File: src/rtl/io_bus_arbiter.sv
// Round-robin arbiter sharing one memory-mapped IO port among NUM_REQ requesters.
// Each access runs IDLE -> ACCESS -> RESP; the IO block acts on the ACCESS negedge.
//
// Ports:
//   clock, reset        system clock, asynchronous active-high reset
//   req/req_we          per-requester level request and write(1)/read(0) select
//   req_addr/req_wdata  packed per-requester address and write data (slot i at i*W)
//   gnt                 one-hot grant, high during ACCESS and RESP
//   ack                 one-hot completion pulse, high during RESP only
//   rdata               read data of the last completed read, valid with ack
//   busy                high whenever the sequencer is not idle
//   io_cs/io_we         chip select and write enable to the IO block
//   io_addr/io_wdata    address and write data to the IO block (hold in IDLE)
//   io_rdata            read data from the IO block
module io_bus_arbiter #(
    parameter int NUM_REQ = 2,
    parameter int ADDR_W  = 5,
    parameter int DATA_W  = 32
) (
    input  logic                      clock,
    input  logic                      reset,
    input  logic [NUM_REQ-1:0]        req,
    input  logic [NUM_REQ-1:0]        req_we,
    input  logic [NUM_REQ*ADDR_W-1:0] req_addr,
    input  logic [NUM_REQ*DATA_W-1:0] req_wdata,
    output logic [NUM_REQ-1:0]        gnt,
    output logic [NUM_REQ-1:0]        ack,
    output logic [DATA_W-1:0]         rdata,
    output logic                      busy,
    output logic                      io_cs,
    output logic                      io_we,
    output logic [ADDR_W-1:0]         io_addr,
    output logic [DATA_W-1:0]         io_wdata,
    input  logic [DATA_W-1:0]         io_rdata
);

    localparam int PTR_W = (NUM_REQ > 1) ? $clog2(NUM_REQ) : 1;

    // Pointer resets to the last slot so that slot 0 is scanned first.
    localparam logic [PTR_W-1:0] PTR_RST = PTR_W'(NUM_REQ - 1);

    typedef enum logic [1:0] {
        IDLE   = 2'd0,
        ACCESS = 2'd1,
        RESP   = 2'd2
    } state_t;

    state_t               state_q, state_d;
    logic [PTR_W-1:0]     ptr_q, ptr_d;
    logic [NUM_REQ-1:0]   gnt_q, gnt_d;
    logic [NUM_REQ-1:0]   ack_q, ack_d;
    logic [DATA_W-1:0]    rdata_q, rdata_d;
    logic                 cs_q, cs_d;
    logic                 we_q, we_d;
    logic [ADDR_W-1:0]    addr_q, addr_d;
    logic [DATA_W-1:0]    wdata_q, wdata_d;

    logic                 pick_valid;
    logic [PTR_W-1:0]     pick_idx;
    logic [PTR_W-1:0]     cand;
    logic [NUM_REQ-1:0]   pick_onehot;

    // Scan ptr+1, ptr+2, ... (mod NUM_REQ); first high request wins.
    always_comb begin
        pick_valid = 1'b0;
        pick_idx   = ptr_q;
        cand       = ptr_q;
        for (int off = 1; off <= NUM_REQ; off++) begin
            cand = PTR_W'((int'(ptr_q) + off) % NUM_REQ);
            if (!pick_valid && req[cand]) begin
                pick_valid = 1'b1;
                pick_idx   = cand;
            end
        end
    end

    always_comb begin
        pick_onehot           = '0;
        pick_onehot[pick_idx] = 1'b1;
    end

    always_comb begin
        state_d = state_q;
        ptr_d   = ptr_q;
        gnt_d   = gnt_q;
        ack_d   = ack_q;
        rdata_d = rdata_q;
        cs_d    = cs_q;
        we_d    = we_q;
        addr_d  = addr_q;
        wdata_d = wdata_q;

        unique case (state_q)
            IDLE: begin
                if (pick_valid) begin
                    state_d = ACCESS;
                    ptr_d   = pick_idx;
                    gnt_d   = pick_onehot;
                    cs_d    = 1'b1;
                    we_d    = req_we[pick_idx];
                    addr_d  = req_addr[pick_idx*ADDR_W +: ADDR_W];
                    wdata_d = req_wdata[pick_idx*DATA_W +: DATA_W];
                end
            end
            ACCESS: begin
                // IO block acted on the negedge; capture only for reads.
                state_d = RESP;
                cs_d    = 1'b0;
                we_d    = 1'b0;
                ack_d   = gnt_q;
                if (!we_q) begin
                    rdata_d = io_rdata;
                end
            end
            RESP: begin
                state_d = IDLE;
                ack_d   = '0;
                gnt_d   = '0;
            end
            default: begin
                state_d = IDLE;
                ack_d   = '0;
                gnt_d   = '0;
                cs_d    = 1'b0;
                we_d    = 1'b0;
            end
        endcase
    end

    always_ff @(posedge clock or posedge reset) begin
        if (reset) begin
            state_q <= IDLE;
            ptr_q   <= PTR_RST;
            gnt_q   <= '0;
            ack_q   <= '0;
            rdata_q <= '0;
            cs_q    <= 1'b0;
            we_q    <= 1'b0;
            addr_q  <= '0;
            wdata_q <= '0;
        end else begin
            state_q <= state_d;
            ptr_q   <= ptr_d;
            gnt_q   <= gnt_d;
            ack_q   <= ack_d;
            rdata_q <= rdata_d;
            cs_q    <= cs_d;
            we_q    <= we_d;
            addr_q  <= addr_d;
            wdata_q <= wdata_d;
        end
    end

    assign gnt      = gnt_q;
    assign ack      = ack_q;
    assign rdata    = rdata_q;
    assign busy     = (state_q != IDLE);
    assign io_cs    = cs_q;
    assign io_we    = we_q;
    assign io_addr  = addr_q;
    assign io_wdata = wdata_q;

endmodule

File: config.mk
export PLATFORM = sky130hd
export DESIGN_NAME = io_bus_arbiter
export DESIGN_NICKNAME = d
export VERILOG_FILES = /design/src/rtl/io_bus_arbiter.sv
export SDC_FILE = /design/constraint.sdc
export NUM_CORES = 1
export LEC_CHECK = 0
export ABC_AREA = 1
export BUFFER_PORTS_ARGS = -buffer_cell sky130_fd_sc_hd__buf_2
export CAP_MARGIN = 20
export CORE_UTILIZATION = 30
export CTS_CLUSTER_DIAMETER = 200
export CTS_CLUSTER_SIZE = 12
export DETAILED_ROUTE_END_ITERATION = 10
export PLACE_DENSITY = 0.56
export SLEW_MARGIN = 20
export SYNTH_ARGS = -nofsm -noshare
export SYNTH_HDL_FRONTEND = slang
export SYNTH_SLANG_ARGS = --single-unit
File: constraint.sdc
create_clock -name clock -period 7.4 [get_ports clock]
set_input_delay 1.11 -clock clock [delete_from_list [all_inputs] [get_ports clock]]
set_output_delay 1.11 -clock clock [all_outputs]
set_load 0.005 [all_outputs]
After elaboration in Yosys (flattened, before gate mapping):

Cells that the tools add are included.

* add/subtract/negate cells: 2
* multiply operators: 1
* magnitude comparators: 4
* equal/unequal tests: 3
* shift operators: 2
* mux-type cells: 21
* bitwise logic cells: 3
* reductions and logical operators: 9

Operators with widths (count)
* $shiftx 64x7->32: 1
* $mux 1: 13
* $pmux 2 s2: 3
* $shiftx 10x5->5: 1
* $reduce_and 2->1: 4
* $lt 1x2->1 const B: 3
* $mul 1x3->4 const B: 1
* $mux 2: 2
* $pmux 1 s2: 2
* $not 1->1: 3
* $add 1x1->1 const B: 2
* $eq 2x1->1 const B: 1
* $eq 2x2->1 const B: 1
* $logic_and 1x1->1: 2
* $logic_not 2->1: 1
* $ne 2x2->1 const B: 1
* $reduce_bool 2->1: 1
* $demux 1 s1: 1
* $ge 1x1->1 const B: 1
* $logic_not 1->1: 1

* register bits: 78
* input bits: 112
* output and inout port bits: 76
* logic and storage cells: 54

Longest topological paths before layout:

* depth after elaboration: 13
* depth in mapped cells: 8
* gate-level depth less buffers: 6

Worst setup path before layout:

OpenSTA, ideal clock, no wires.

* kind: input port to flip-flop
* start point: in req[0]
* end point: reg wdata_q[10] (netlist: io_wdata[10])
* library setup time: 117 ps
* arrival: 1764 ps
* data required time: 7283 ps
* path slack: 5518 ps
* cell stages on the path: 6
* buffers on the path: 2
* cell sequence: nand2_1 -> buf_2 -> buf_2 -> nand3_1 -> nand3_1 -> nand2_1

* longest elaborated chain between the ends: 7
* elaborated cells on any way between the ends: 12
* those cells by class: 1 x shift; 8 x mux; 3 x reduce/logical

Ends and longest elaborated chain
* start: declaration: RTL line 22 `input logic [NUM_REQ-1:0] req,`
* $mux 1 (implied by the code) (2 in series): RTL line 70 `if (!pick_valid && req[cand]) begin`
* $mux 1: RTL line 70
* $logic_not 1->1: RTL line 70
* $logic_and 1x1->1: RTL line 70
* $mux 1: RTL line 70
* $shiftx 64x7->32 or $reduce_and 2->1 (tied branches)
* end signal: assignment: RTL line 150 `wdata_q <= wdata_d;`
* end: declaration: RTL line 56 `logic [DATA_W-1:0] wdata_q, wdata_d;`

Several ways; a longest one is shown, not always the timed one. The select of a mux whose other input is x is not followed.
A chain may end at the register's enable or synchronous reset.

Worst setup path in the final report:

* start point: in req[0]
* end point: reg wdata_q[28] (netlist: io_wdata[28])

Same word-level chain as after synthesis.

==> flow_summary.yaml <==
synth:
  synth_warnings: 0
  synth_xor_area_share_pct: 0
  synth_top_family_by_area: "simple AND/OR/NAND/NOR gates"
  synthesis.nets: 611
  synthAdderAreaFrac_pct: 0
  synthesis.area_um2: 3920
  ys_types: 17
  syn_inst: 499
  avgSynthCellArea_um2: 7.86
  synth-simple-area-share_pct: 25.6
  seq_area_frac_synth_pct: 49.8
  ys_seq_elements: 78
  synth-compound-area-share_pct: 8.10
  synthMuxAreaShare_pct: 0
worst_setup_path:
  cp-start-kind: "input port"
  crit_chain: "buf_2 -> nor2_2 -> nor2_4 -> inv_2 -> nand2_1 -> nand2_1"
  crit_cells: 6
  r2r-start: "state_q[0]"
  cp_max_fo: 43
  cp-startpoint: "req[0]"
  worst_r2r_path_depth: 6
  cpLargestDelayFamily: "simple AND/OR/NAND/NOR gates"
  criticalPathCategory: "in -> reg"
  setup.worst_path.end: "io_wdata[28]"
  arrival_ps: 2850
  r2r_end: "io_wdata[28]"
  critical_path_required_ps: 7620
  rrSetupSlack_ps: 5180
  worst-path-buf-inv: 2
  cp_slowest_cell: "nor2_4"
  cpPeakStageDelay_ps: 760
  cp-end-kind: "flop"
  path_common_cell: "nand2_1"
clock_tree:
  tritoncts: "built"
  clkLatencyLatePin_ps: 330
  clock_sinks: 78
  clockBufferDepth: 2
  htree_num_levels: 3
  cts.clk_slew.worst_paths_ps: 50
  postCtsResizedCells: 0
  post_cts_buffers: 0
  cts_buffers: 9
  hold_buffers: 0
  clock-root-buffer: "clkbuf_16"
global_route:
  gr-usage-all-layers_pct: 15.0
  grt_max_degree: 79
  grt_pass1_vias: 3366
  grt_pass1_wl_um: 15700
  antenna_found_initial: 1
  globalRouteOverflowTotal: 0
flow_run:
  cap_violations: 0
pwr:
  leakage_nw: 3.20
  p_per_area_nw_per_um2: 393
  peakVddDrop_mv: 0.215
cells_and_area:
  mostFrequentLayoutCell: "buf_2"
  finalNetCount: 787
  final_core_util_pct: 41.0
  drive_gt1_share_pct: 36.4
  final_cell_mix: "187 x buf_2, 157 x nand2_1, 112 x inv_1"
  areaGrowthSynthToFinish_pct: 32.5
sta:
  fin_worst_skew_ps: 3.29
  period_needed_ps: 2630
  fin_tns_setup_ps: 0
  finalCritPeriodShare_pct: 35.5
  setup_viol: 0
  slew_violations: 0
  hold_viol: 0
  rsz0062_at_grt: "no"
  relSlewSlack_pct: 34.5
  fmaxAchievable_ghz: 0.381
  worstMarginPinSlew_ps: 983
route:
  ant_nets: 0
  wl_per_cell_um: 11.5
  finalWirelength_um: 9800
  viasPerCell: 4.20
  drc: 0
  dr.pass1.iters: 4
  drt_iter0_drc: 142
  vias: 3576
floorplan:
  core-area_um2: 12700
  dieArea_um2: 13500
  floorplan.die.height_um: 116
  row_count: 41
  die_x_um: 116
  start_util_pct: 30.9
  ioPinCount: 188
min_path:
  min_from: "io_addr[3]"
  min_path_type: "reg -> reg"
placed_design:
  portBuffers: 187
  hpwl_um: 7010
  gp_congestion: 0.757
outcome:
  outcome: "complete, no violations"
==> metrics by stage <==
step	cell area [µm²]	cells	hold WS (ps)	worst slack [ps]	total power [mW]
detailed placement	4900	836	461	4350	1.64
global placement	4900	836	459	4400	1.63
finish	5190	852	474	4770	2.04
floorplan	3920	499	471	4300	1.34
global route	5190	851	491	4520	2.23
CTS	5190	851	477	4710	2.08
==> per-layer routing <==
layer  track usage (%)  routed length, µm  up-vias
met2              24.6               4630      112
li1                  -                  -     1843
met1              18.6               4350     1608
met5                 0                  0        -
met3              3.79                664       13
met4              6.92                156        0
==> kinds of logic (layout without fill, tap and decap cells) <==
group,Yosys count,in the layout
simple gates,238,238
buf+inv,144,324
flops,78,78
compound gates,39,39
other cells,0,1
==> layout make-up <==
type / count / area (µm²)
diodes: 1 / 2.50
clock buffers: 15 / 288
fillers: 1355 / 7480
inverters: 117 / 440
multi-input cells: 277 / 1320
flip-flops and latches: 78 / 1950
well taps: 172 / 215
repair buffers: 192 / 973
==> sequential cells by signal, summed over array words and instances (netlist names) <==
name,flops
io_wdata,32
rdata,32
io_addr,5
ack,2
gnt,2
state_q,2
io_cs,1
io_we,1
ptr_q,1
==> worst min-delay path by stage <==
stage	endpoint	depth (start not counted)
6_report	io_addr[3]	2
5_1_grt	rdata[12]	2
4_1_cts	io_addr[3]	2
3_5_place_dp	io_addr[3]	2
3_3_place_gp	io_wdata[11]	2
2_1_floorplan	io_cs	2
==> cells in the mapped netlist (all sizes together) <==
cell type | count | area share [%]
dfrtp | 77 | 49
inv | 117 | 11
or2 | 1 | 0.16
nand2 | 158 | 15
dfstp | 1 | 0.67
nand3 | 77 | 9.8
buf | 23 | 4.9
o21ai | 38 | 7.9
o211ai | 1 | 0.19
clkbuf | 4 | 0.38
nor2 | 2 | 0.45
==> worst reg2reg max path, cell delays in order (launching register included) <==
cell and delay (ps):
dfrtp_1 400, inv_2 80, nand2_2 80, nor2_4 740
inv_2 540, nand2_1 200, nand2_1 70
==> report_power, final <==
group / switching (mW) / total, mW / internal [mW]
logic: 0.507 / 0.859 / 0.352
registers: 0.116 / 0.759 / 0.643
clock network: 0.161 / 0.423 / 0.262
total: 0.784 / 2.04 / 1.26
No activity file was read; power rests on OpenSTA's default activity.
